## config.mk

```make
export PLATFORM = sky130hd
export DESIGN_NAME = fwd_hazard_unit
export DESIGN_NICKNAME = d
export VERILOG_FILES = /design/src/rtl/fwd_hazard_unit_pkg.sv /design/src/rtl/fwd_src_match.sv /design/src/rtl/fwd_hazard_unit.sv
export SDC_FILE = /design/constraint.sdc
export NUM_CORES = 1
export LEC_CHECK = 0
export ABC_AREA = 1
export CAP_MARGIN = 20
export CORE_UTILIZATION = 45
export CTS_CLUSTER_SIZE = 25
export DETAILED_ROUTE_END_ITERATION = 16
export GPL_ROUTABILITY_DRIVEN = 0
export GPL_TIMING_DRIVEN = 0
export PLACE_DENSITY = 0.71
export RECOVER_POWER = 100
export SLEW_MARGIN = 0
export SYNTH_ARGS = -nofsm -noshare
export SYNTH_HDL_FRONTEND = slang
export SYNTH_SLANG_ARGS = --single-unit
```

## constraint.sdc

```tcl
create_clock -name clk -period 7.4 [get_ports clk]
set_clock_uncertainty 0.1 [all_clocks]
set_input_delay 2.22 -clock clk [delete_from_list [all_inputs] [get_ports clk]]
set_output_delay 2.22 -clock clk [all_outputs]
set_load 0.01 [all_outputs]
```

## src/rtl/fwd_hazard_unit_pkg.sv

```systemverilog
// Shared constants for the forwarding/hazard unit: select encodings and widths.
// Latency: n/a (types and constant functions only).
// Backpressure: n/a.
package fwd_hazard_unit_pkg;

  // Default register index width for the NPC register file (32 entries).
  localparam int REG_ADDR_WIDTH_DEF = 5;

  // Operand select encoding: 0 takes the value read from the register file.
  localparam int FWD_SEL_REGFILE = 0;

  // Completion-bus select follows the last forwarding stage, so it
  // depends on how many stages are configured.
  function automatic int fwd_sel_cmp(input int num_stages);
    return num_stages + 1;
  endfunction

  // Width needed to encode regfile + every stage + completion bus.
  function automatic int fwd_sel_width(input int num_stages);
    return $clog2(num_stages + 2);
  endfunction

endpackage

```

## src/rtl/fwd_src_match.sv

```systemverilog
// Per-source operand match: chooses the forwarding source for one EX operand.
// Latency: purely combinational, zero cycles.
// Backpressure: raises stall_o on load-use or on an outstanding long producer.
module fwd_src_match
  import fwd_hazard_unit_pkg::*;
#(
  parameter int REG_ADDR_WIDTH = REG_ADDR_WIDTH_DEF,
  parameter int NUM_STAGES     = 2,
  parameter int SEL_W          = fwd_sel_width(NUM_STAGES)
) (
  input  logic                               vld_i,
  input  logic [REG_ADDR_WIDTH-1:0]          rs_i,
  input  logic [NUM_STAGES*REG_ADDR_WIDTH-1:0] stg_waddr_i,
  input  logic [NUM_STAGES-1:0]              stg_wen_i,
  input  logic [NUM_STAGES-1:0]              stg_ready_i,
  input  logic                               cmp_valid_i,
  input  logic [REG_ADDR_WIDTH-1:0]          cmp_rd_i,
  input  logic [2**REG_ADDR_WIDTH-1:0]       busy_i,
  output logic [SEL_W-1:0]                   sel_o,
  output logic                               stall_o
);

  logic hit;

  // Priority search: youngest matching stage, then completion bus, then scoreboard.
  always_comb begin
    sel_o   = SEL_W'(FWD_SEL_REGFILE);
    stall_o = 1'b0;
    hit     = 1'b0;
    if (vld_i && (rs_i != '0)) begin
      for (int s = 0; s < NUM_STAGES; s++) begin
        if (!hit && stg_wen_i[s] &&
            (stg_waddr_i[s*REG_ADDR_WIDTH +: REG_ADDR_WIDTH] == rs_i)) begin
          hit     = 1'b1;
          sel_o   = SEL_W'(s + 1);
          // Matching producer whose data is not yet available: load-use.
          stall_o = ~stg_ready_i[s];
        end
      end
      if (!hit) begin
        if (cmp_valid_i && (cmp_rd_i == rs_i)) begin
          sel_o = SEL_W'(fwd_sel_cmp(NUM_STAGES));
        end else if (busy_i[rs_i]) begin
          // Long producer still in flight and not on the bus this cycle.
          stall_o = 1'b1;
        end
      end
    end
  end

endmodule

```

## src/rtl/fwd_hazard_unit.sv

```systemverilog
// EX-stage forwarding selects, stall generation, long-latency scoreboard, stall stats.
// Latency: selects and stall are combinational; busy/counters update one cycle later.
// Backpressure: ex_stall holds EX and earlier stages; watchdog flags runaway stalls.
module fwd_hazard_unit
  import fwd_hazard_unit_pkg::*;
#(
  parameter  int REG_ADDR_WIDTH = REG_ADDR_WIDTH_DEF,
  parameter  int NUM_SRC        = 2,
  parameter  int NUM_STAGES     = 2,
  parameter  int TIMEOUT        = 1024,
  localparam int SEL_W          = fwd_sel_width(NUM_STAGES)
) (
  input  logic                                 clk,
  input  logic                                 rst_n,
  input  logic                                 ex_valid,
  input  logic [NUM_SRC*REG_ADDR_WIDTH-1:0]    ex_rs,
  input  logic [NUM_SRC-1:0]                   ex_rs_used,
  input  logic [REG_ADDR_WIDTH-1:0]            ex_rd,
  input  logic                                 ex_rd_wen,
  input  logic                                 ex_long,
  input  logic [NUM_STAGES*REG_ADDR_WIDTH-1:0] stg_waddr,
  input  logic [NUM_STAGES-1:0]                stg_wen,
  input  logic [NUM_STAGES-1:0]                stg_ready,
  input  logic                                 cmp_valid,
  input  logic [REG_ADDR_WIDTH-1:0]            cmp_rd,
  output logic [NUM_SRC*SEL_W-1:0]             fwd_sel,
  output logic                                 ex_stall,
  output logic [2**REG_ADDR_WIDTH-1:0]         busy,
  output logic [31:0]                          stall_cycles,
  output logic                                 hazard_timeout
);

  localparam int NREG  = 2**REG_ADDR_WIDTH;
  localparam int RUN_W = $clog2(TIMEOUT + 1);

  logic [NREG-1:0]    busy_q, busy_d;
  logic [31:0]        stall_cnt_q, stall_cnt_d;
  logic [RUN_W-1:0]   run_q, run_d;
  logic               timeout_q, timeout_d;
  logic [NUM_SRC-1:0] src_stall;
  logic               waw_stall;
  logic               sb_set;

  // One matcher per source operand.
  for (genvar i = 0; i < NUM_SRC; i++) begin : g_src
    fwd_src_match #(
      .REG_ADDR_WIDTH (REG_ADDR_WIDTH),
      .NUM_STAGES     (NUM_STAGES),
      .SEL_W          (SEL_W)
    ) u_match (
      .vld_i       (ex_valid & ex_rs_used[i]),
      .rs_i        (ex_rs[i*REG_ADDR_WIDTH +: REG_ADDR_WIDTH]),
      .stg_waddr_i (stg_waddr),
      .stg_wen_i   (stg_wen),
      .stg_ready_i (stg_ready),
      .cmp_valid_i (cmp_valid),
      .cmp_rd_i    (cmp_rd),
      .busy_i      (busy_q),
      .sel_o       (fwd_sel[i*SEL_W +: SEL_W]),
      .stall_o     (src_stall[i])
    );
  end

  // WAW: a new write to a register a long producer still owns must wait,
  // unless that producer completes this very cycle.
  always_comb begin
    waw_stall = 1'b0;
    if (ex_valid && ex_rd_wen && (ex_rd != '0) && busy_q[ex_rd] &&
        !(cmp_valid && (cmp_rd == ex_rd))) begin
      waw_stall = 1'b1;
    end
  end

  assign ex_stall = (|src_stall) | waw_stall;
  assign sb_set   = ex_valid & ex_long & ex_rd_wen & (ex_rd != '0) & ~ex_stall;

  // Scoreboard next state: completion clears, issue sets (set applied last so it wins).
  always_comb begin
    busy_d = busy_q;
    if (cmp_valid) begin
      busy_d[cmp_rd] = 1'b0;
    end
    if (sb_set) begin
      busy_d[ex_rd] = 1'b1;
    end
    busy_d[0] = 1'b0;
  end

  // Stall statistics: saturating total and a consecutive-run watchdog.
  always_comb begin
    stall_cnt_d = stall_cnt_q;
    run_d       = run_q;
    if (ex_stall) begin
      if (stall_cnt_q != 32'hFFFF_FFFF) begin
        stall_cnt_d = stall_cnt_q + 32'd1;
      end
      if (run_q != RUN_W'(TIMEOUT)) begin
        run_d = run_q + RUN_W'(1);
      end
    end else begin
      run_d = '0;
    end
    timeout_d = timeout_q | (run_d == RUN_W'(TIMEOUT));
  end

  // State registers with synchronous active-low reset.
  always_ff @(posedge clk) begin
    if (!rst_n) begin
      busy_q      <= '0;
      stall_cnt_q <= '0;
      run_q       <= '0;
      timeout_q   <= 1'b0;
    end else begin
      busy_q      <= busy_d;
      stall_cnt_q <= stall_cnt_d;
      run_q       <= run_d;
      timeout_q   <= timeout_d;
    end
  end

  assign busy           = busy_q;
  assign stall_cycles   = stall_cnt_q;
  assign hazard_timeout = timeout_q;

endmodule

```

==> metrics.md <==
| Metric | Value |
|---|---|
| Run status | `finished, final reports clean` |
| Synthesized net count | `938` |
| Slew headroom | `58.6%` |
| Setup Fix Bufs, Post-CTS | `0` |
| Post-synthesis cell type with the largest combined area | `sky130_fd_sc_hd__dfxtp_1` |
| Worst IR drop on VDD | `0.0000903 V` |
| CP Capture Type | `output pin` |
| Routed via count | `6500` |
| Final std cell area, no fill | `0.00694 mm^2` |
| GRT Residual Overflow | `0` |
| Clock edge transition at the registers on the reported setup and hold paths | `0.06 ns` |
| Global-route wire length before repair | `29700 um` |
| Final Instance Count excl. Fillers | `1159` |
| Number of vias per cell after detailed routing | `5.61` |
| Power per cell area | `140 mW/mm^2` |
| Slowest stage cell on the critical path | `sky130_fd_sc_hd__dlygate4sd3_1` |
| Post-route worst setup slack | `0.248 ns` |
| Critical Path Stages | `14` |
| Max frequency | `0.140 GHz` |
| Synthesized instance count | `893` |
| Worst path bufs/invs | `4` |
| Fraction of layout instances using a drive strength above 1 | `5.73%` |
| Clock insertion delay at the later pin of the skew report | `0.33 ns` |
| Final setup violation count | `0` |
| Die outline area | `0.0127 mm^2` |
| Initial cell density of the core | `46.1%` |
| Post-synth EDFFs | `0` |
| Standard-cell rows | `40` |
| Destination of the critical timing path | `ex_stall` |
| Layout overhead on the synthesized area | `25.4%` |
| Register Area | `0.00150 mm^2` |
| Shortest clock period the worst path allows after layout | `7.15 ns` |
| Crit path launch type | `input pin` |
| Fill count | `1243` |
| Final-report max-slew violation count | `0` |
| Critical Path Fanout Max | `10` |
| Drc violations | `0` |
| Clock tree root driver cell | `sky130_fd_sc_hd__clkbuf_16` |
| Post-synthesis average cell area | `6.20 um^2` |
| Longest Clk Path Bufs | `2` |
| Period utilisation layout | `96.6%` |
| Arrival time reported for the critical path endpoint | `4.83 ns` |
| Unique masters post-synth | `48` |
| Mapped cell area | `0.00553 mm^2` |
| Share of synthesized flip-flops with an asynchronous set or reset | `0%` |
| Leakage power summed over all cells | `0.00291 uW` |
| Worst-Margin Slew | `0.616 ns` |
| Critical path class | `in2out` |
| HPWL after DPL | `14000 um` |
| Largest delay share family, worst path | `buffers and inverters` |
| Reg2reg path depth | `12` |
| Iter 0 DRT Violations | `579` |
| Vias in the first global route | `6007` |
| Hold violation count in the final report | `0` |
| Register-to-Register Setup Slack | `4.55 ns` |
| Hold-fix buffer count after cts | `0` |
| Area share of the leading cell type in the synthesized netlist | `27.1%` |
| Yosys warning total | `0` |
| Total Wirelength | `18300 um` |
| DP Area | `0.00676 mm^2` |
| Clock sinks | `75` |
| Endpoint of the lowest-slack register-to-register path | `stall_cycles[19]$_SDFFE_PN0P_` |
| Post-CTS resize count | `0` |
| CP most frequent cell | `sky130_fd_sc_hd__nand2_1` |
| Count of nets after finishing | `1053` |
| DRT Pass-1 Iters | `5` |
| Area of the multi-input gates | `0.00331 mm^2` |
| Required arrival time at the worst endpoint | `5.08 ns` |
| Unrepaired setup endpoints after global routing | `false` |
| Critical path cell sequence | `dlygate4sd3_1 -> inv_1 -> nand2_1 -> nand2_1 -> nor2_1 -> nand3_1 -> nand2_1 -> nor2_1 -> nand3_1 -> nand2_1 -> nand2_1 -> nand3_4 -> buf_6 -> clkdlybuf4s50_1` |
| Number of buffers added on ports | `104` |
| Floorplan core area | `0.0120 mm^2` |
| Combined global-route utilization of all metal layers | `29.4%` |
| Max H-tree Level | `3` |
| Floorplan die height | `113 um` |
| Register bit count reported by yosys | `75` |
| # Max-Cap Violations | `0` |
| Largest stage delay on the critical path | `0.75 ns` |
| Clock tree from TritonCTS | `yes` |
| Sequential cell area fraction in the yosys report | `27.1%` |
| Placed instance count | `1144` |
| Antenna violations before repair | `0` |
| Top Ports | `112` |
| Die extent in x | `113 um` |
| Worst min-delay path category | `reg2reg` |
| Main area contributors after synthesis | `sky130_fd_sc_hd__dfxtp_1 27%, sky130_fd_sc_hd__nand2_1 14%, sky130_fd_sc_hd__nand3_1 11%` |
| RR Startpoint | `stall_cycles[1]$_SDFFE_PN0P_` |
| Antenna viol nets, final | `0` |
| First element of the critical path | `ex_rs[8]` |
| Pin count of the biggest net entering global routing | `14` |
| N_diodes | `0` |
| CTS buffer count | `9` |
| Primary flip-flop cell chosen by synthesis mapping | `sky130_fd_sc_hd__dfxtp_1` |
| Setup total negative slack | `0 ns` |
| Place WS | `0.300 ns` |
| Routed wire length per instance | `15.8 um` |
## how the worst min path moves through the flow
stage                                         start                   endpoint  slack (ns)  cells past startpoint
after floorplan           hazard_timeout$_SDFF_PN0_  hazard_timeout$_SDFF_PN0_        0.37                      2
after global placement    hazard_timeout$_SDFF_PN0_  hazard_timeout$_SDFF_PN0_        0.34                      2
after detailed placement  hazard_timeout$_SDFF_PN0_  hazard_timeout$_SDFF_PN0_        0.36                      2
after CTS                 hazard_timeout$_SDFF_PN0_  hazard_timeout$_SDFF_PN0_        0.37                      2
after global routing      hazard_timeout$_SDFF_PN0_  hazard_timeout$_SDFF_PN0_        0.38                      2
final                     hazard_timeout$_SDFF_PN0_  hazard_timeout$_SDFF_PN0_        0.36                      2
## report_power, final
group | leakage [uW] | switching [uW] | total [uW] | internal (uW)
Clock | 0.000125 | 176 | 403 | 227
Sequential | 0.000604 | 2.81 | 409 | 406
Combinational | 0.00218 | 104 | 161 | 56.9
Total | 0.00291 | 283 | 972 | 690
## kinds of logic (layout without fill, tap and decap cells)
family          count (synthesis)  after routing  share of synthesized area, %
mux                             1              1                         0.181
simple gates                  487            487                          39.8
compound gates                146            146                          14.7
buf+inv                       149            268                          12.5
other cells                     1              1                        0.0678
fa+ha+maj                       3              3                         0.678
xor+xnor                       31             31                          4.91
flops                          75             75                          27.1
## synthesized netlist by cell type (all sizes together), types with 2 or more instances
library cell,n
nand3,127
nor3b,4
nor2,75
nand4,18
nor3,38
a21oi,59
dfxtp,75
buf,30
or2,2
nand2,213
ha,3
nor4,7
inv,112
a22oi,14
a31oi,3
o21ai,63
xor2,18
o211ai,3
clkbuf,6
xnor2,13
## layout by cell type (no fill, tap or decap), drive strengths merged
cell type,count
nor4,7
inv,113
nor4b,1
ha,3
a21oi,59
a31oi,3
xnor2,13
o21ai,63
nand4,18
o31ai,1
conb,1
clkinv,2
clkbuf,23
dfxtp,75
nor3b,4
a221oi,1
clkinvlp,3
o21bai,1
mux2i,1
nor2,75
nand2,213
and3,1
nor3,38
nand3b,1
clkdlybuf4s50,35
buf,23
o22ai,1
dlygate4sd3,69
o211ai,3
or2,2
nand3,127
a22oi,14
xor2,18
## flip-flops by register name, indices dropped and copies added, names as in the netlist
register	count
hazard_timeout	1
run_q	11
stall_cycles	32
busy	31
## stage by stage
step                hold slack [ns]  total power, uW  utilization (%)
detailed placement            0.363              584             56.3
floorplan                     0.374              519                -
global route                  0.384             1010             57.7
finish                        0.361              972             57.7
CTS                           0.370              983             58.5
global placement              0.343              584             56.3
## worst register-to-register path, cell delays in order, from the launching register on
cell and delay [ns]:
sky130_fd_sc_hd__dfxtp_1 0.40, sky130_fd_sc_hd__ha_1 0.20, sky130_fd_sc_hd__inv_1 0.09, sky130_fd_sc_hd__nor3_1 0.29, sky130_fd_sc_hd__nand2_1 0.19, sky130_fd_sc_hd__nor2_1 0.24, sky130_fd_sc_hd__nand4_1 0.12, sky130_fd_sc_hd__nand2_1 0.25
sky130_fd_sc_hd__clkinvlp_2 0.30, sky130_fd_sc_hd__clkbuf_1 0.32, sky130_fd_sc_hd__nand3_1 0.13, sky130_fd_sc_hd__nand2_1 0.06, sky130_fd_sc_hd__a21oi_1 0.11
## metal layers
metal	vias up	track usage (%)	share of wire, %
met3	56	3.80	7.5
li1	3188	-	-
met5	-	0	0
met4	0	13.2	3.7
met1	2942	37.3	41
met2	314	49.8	47
## layout make-up
cell class                      instances  share of cell area [%]
Inverter                              113                    6.13
Multi-Input combinational cell        669                    47.7
Buffer                                 36                    3.03
Clock buffer                           10                    3.30
Sequential cell                        75                    21.6
Timing Repair Buffer                  104                    15.0
Tap cell                              147                    2.65
Clock inverter                          5                   0.541
(Power assumes the default switching activity.)
==> RTL edit: new RTL, same flow settings <==
Change the package constant `REG_ADDR_WIDTH_DEF` from 5 to 4.
--- a/src/rtl/fwd_hazard_unit_pkg.sv
+++ b/src/rtl/fwd_hazard_unit_pkg.sv
@@ -5,5 +5,5 @@
 
   // Default register index width for the NPC register file (32 entries).
-  localparam int REG_ADDR_WIDTH_DEF = 5;
+  localparam int REG_ADDR_WIDTH_DEF = 4;
 
   // Operand select encoding: 0 takes the value read from the register file.
Ports: changed (5 resized); port bits go from 112 to 90. The function was not compared with the original's and may differ.
==> RTL edit against the unedited design <==
- final area shrank 22%
- sequential cell count fell by 16
- sequential power is 21% lower
- area after synthesis shrank 23%
- combinational power shrank 26%
- power shrank 24%
- critical path depth unchanged
- wire length is 27% lower
- utilization rose by 0.82 points
- worst setup slack worse by 4.8 ps
- fmax about the same
- register-to-register slack got worse by 60 ps
==> RTL edit: results (changes against the unedited design) <==
mux contribution to synthesized area: 0% (was 0.181%)
xor-xnor portion of the synthesized cell area: 6.18% (was 4.91%)
Skew-Pair Late Insertion Delay: 350 ps (was 330 ps)
Root Buffer: clkbuf_8 (was clkbuf_16)
final non-filler cell total: 922 (was 1,159)
count of unique library cells instantiated by Yosys: 37 (was 48)
dpl cells: 907 (was 1,144)
Nets: 845 (was 1,053)
R2R Setup Slk: 4490 ps (was 4550 ps)
Setup crit start: ex_rs[5] (was ex_rs[8])
leakage: 2.36 nW (was 2.91 nW)
worst r2r dst: stall_cycles[17] (was stall_cycles[19])
min-delay worst type: reg2reg (unchanged)
ratio of cells with drive above 1 in the final layout: 5.18% (was 5.73%)
Post-DP HPWL: 10,100 um (was 14,000 um)
starting DRC count in detailed routing: 402 (was 579)
Reg2Reg Launch Point: stall_cycles[0] (was stall_cycles[1])
syn_area_per_cell: 5.96 sq um (was 6.20 sq um)
cells on worst reg2reg path: 13 (was 12)
peak supply drop: 0.0895 mV (was 0.0903 mV)
vias in the first global route: 4,640 (was 6,007)
register area share after synthesis: 27.8% (was 27.1%)
TritonCTS Buffers: 9 (unchanged)
first-pass GRT wire length: 21,600 um (was 29,700 um)
Crit path arrival time: 4840 ps (was 4830 ps)
PostCTS Resize Cnt: 0 (unchanged)
# H-tree levels: 3 (unchanged)
Compound-Gate Fraction of Synth Area: 11.9% (was 14.7%)
Initial DRT Pass Iterations: 6 (was 5)
maximum net fanout on the critical path: 17 (was 10)
adder-cell area share of the yosys netlist: 0.883% (was 0.678%)
largest net degree at the start of global routing: 13 (was 14)
leading post-synthesis cells by cell area: dfxtp_1 28%, nand2_1 18%, nand3_1 8.6% (was dfxtp_1 27%, nand2_1 14%, nand3_1 11%)
Total GRT Usage: 27.3% (was 29.4%)
via count: 5,040 (was 6,500)
port buffer count: 83 (was 104)
outcome: finished clean (unchanged)
top cells by count, synth: 208 x nand2_1, 87 x inv_1, 74 x nor2_1 (was 211 x nand2_1, 125 x nand3_1, 104 x inv_1)
clock-pin slew on the worst setup and hold paths: 80 ps (was 60 ps)
peak per-stage delay on the critical path: 720 ps (was 750 ps)
FILL cells: 938 (was 1,243)
Avg WL per Cell: 14.4 um (was 15.8 um)
Synth Net Count: 752 (was 938)
Slew @ Worst Pin: 795 ps (was 616 ps)
[RTL edit: cell count changes in the layout (fill, tap and decap cells not counted), moves of 9 or more]
cell	before	now
a21oi_1	58	47
clkbuf_16	9	0
clkbuf_8	0	9
dfxtp_1	75	59
dlygate4sd3_1	69	52
inv_1	104	89
nand3_1	125	73
nor3_1	37	18
o21ai_0	63	25
[RTL edit: worst max-delay path, delay by kind of cell]
kind / cells / cell delay, ps
buf+inv: 3 / 1550
simple gates: 11 / 1040
[RTL edit: kinds of logic (layout without fill, tap and decap cells)]
family	Yosys count	in the layout
adders and majority gates	3	3
xor gates and xnor gates	30	30
other	1	1
and+or+nand+nor	410	410
DFF	59	59
buffers and inverters	117	215
AOI/OAI and AO/OA	93	93
[RTL edit: worst max path at each step]
| stage | endpoint | cells past startpoint |
|---|---|---|
| 5_1_grt | ex_stall | 14 |
| 4_1_cts | ex_stall | 15 |
| 3_5_place_dp | ex_stall | 15 |
| 2_1_floorplan | ex_stall | 14 |
| 3_3_place_gp | ex_stall | 15 |
| 6_report | ex_stall | 14 |
[RTL edit: metal layers]
layer | GRT usage, % | up-vias | routed length [um]
met5 | 0 | - | 0
met1 | 35.0 | 2300 | 5720
li1 | - | 2486 | -
met2 | 45.3 | 225 | 6250
met3 | 4.15 | 29 | 976
met4 | 12.2 | 0 | 328
[RTL edit: where the power goes]
group / internal, mW / switching [mW]
Combinational: 0.0433 / 0.0759
Clock: 0.157 / 0.141
Sequential: 0.319 / 0.00240
[RTL edit: final cells by class]
class,instances,share of cell area [%]
buffer,20,1.81
clock buffer,9,2.30
clock inverter,7,1.42
inverter,96,6.69
multi-input combinational,537,47.8
sequential,59,21.9
tap,111,2.58
timing repair buffer,83,15.4
[RTL edit: per-stage QoR]
step / total power, mW / cell area, sq um / setup slack (ps)
2_1_floorplan: 0.401 / 4250 / 1580
3_3_place_gp: 0.448 / 5220 / 89.4
3_5_place_dp: 0.450 / 5220 / 93.8
4_1_cts: 0.748 / 5420 / 84.5
5_1_grt: 0.770 / 5390 / 109
6_report: 0.739 / 5390 / 244
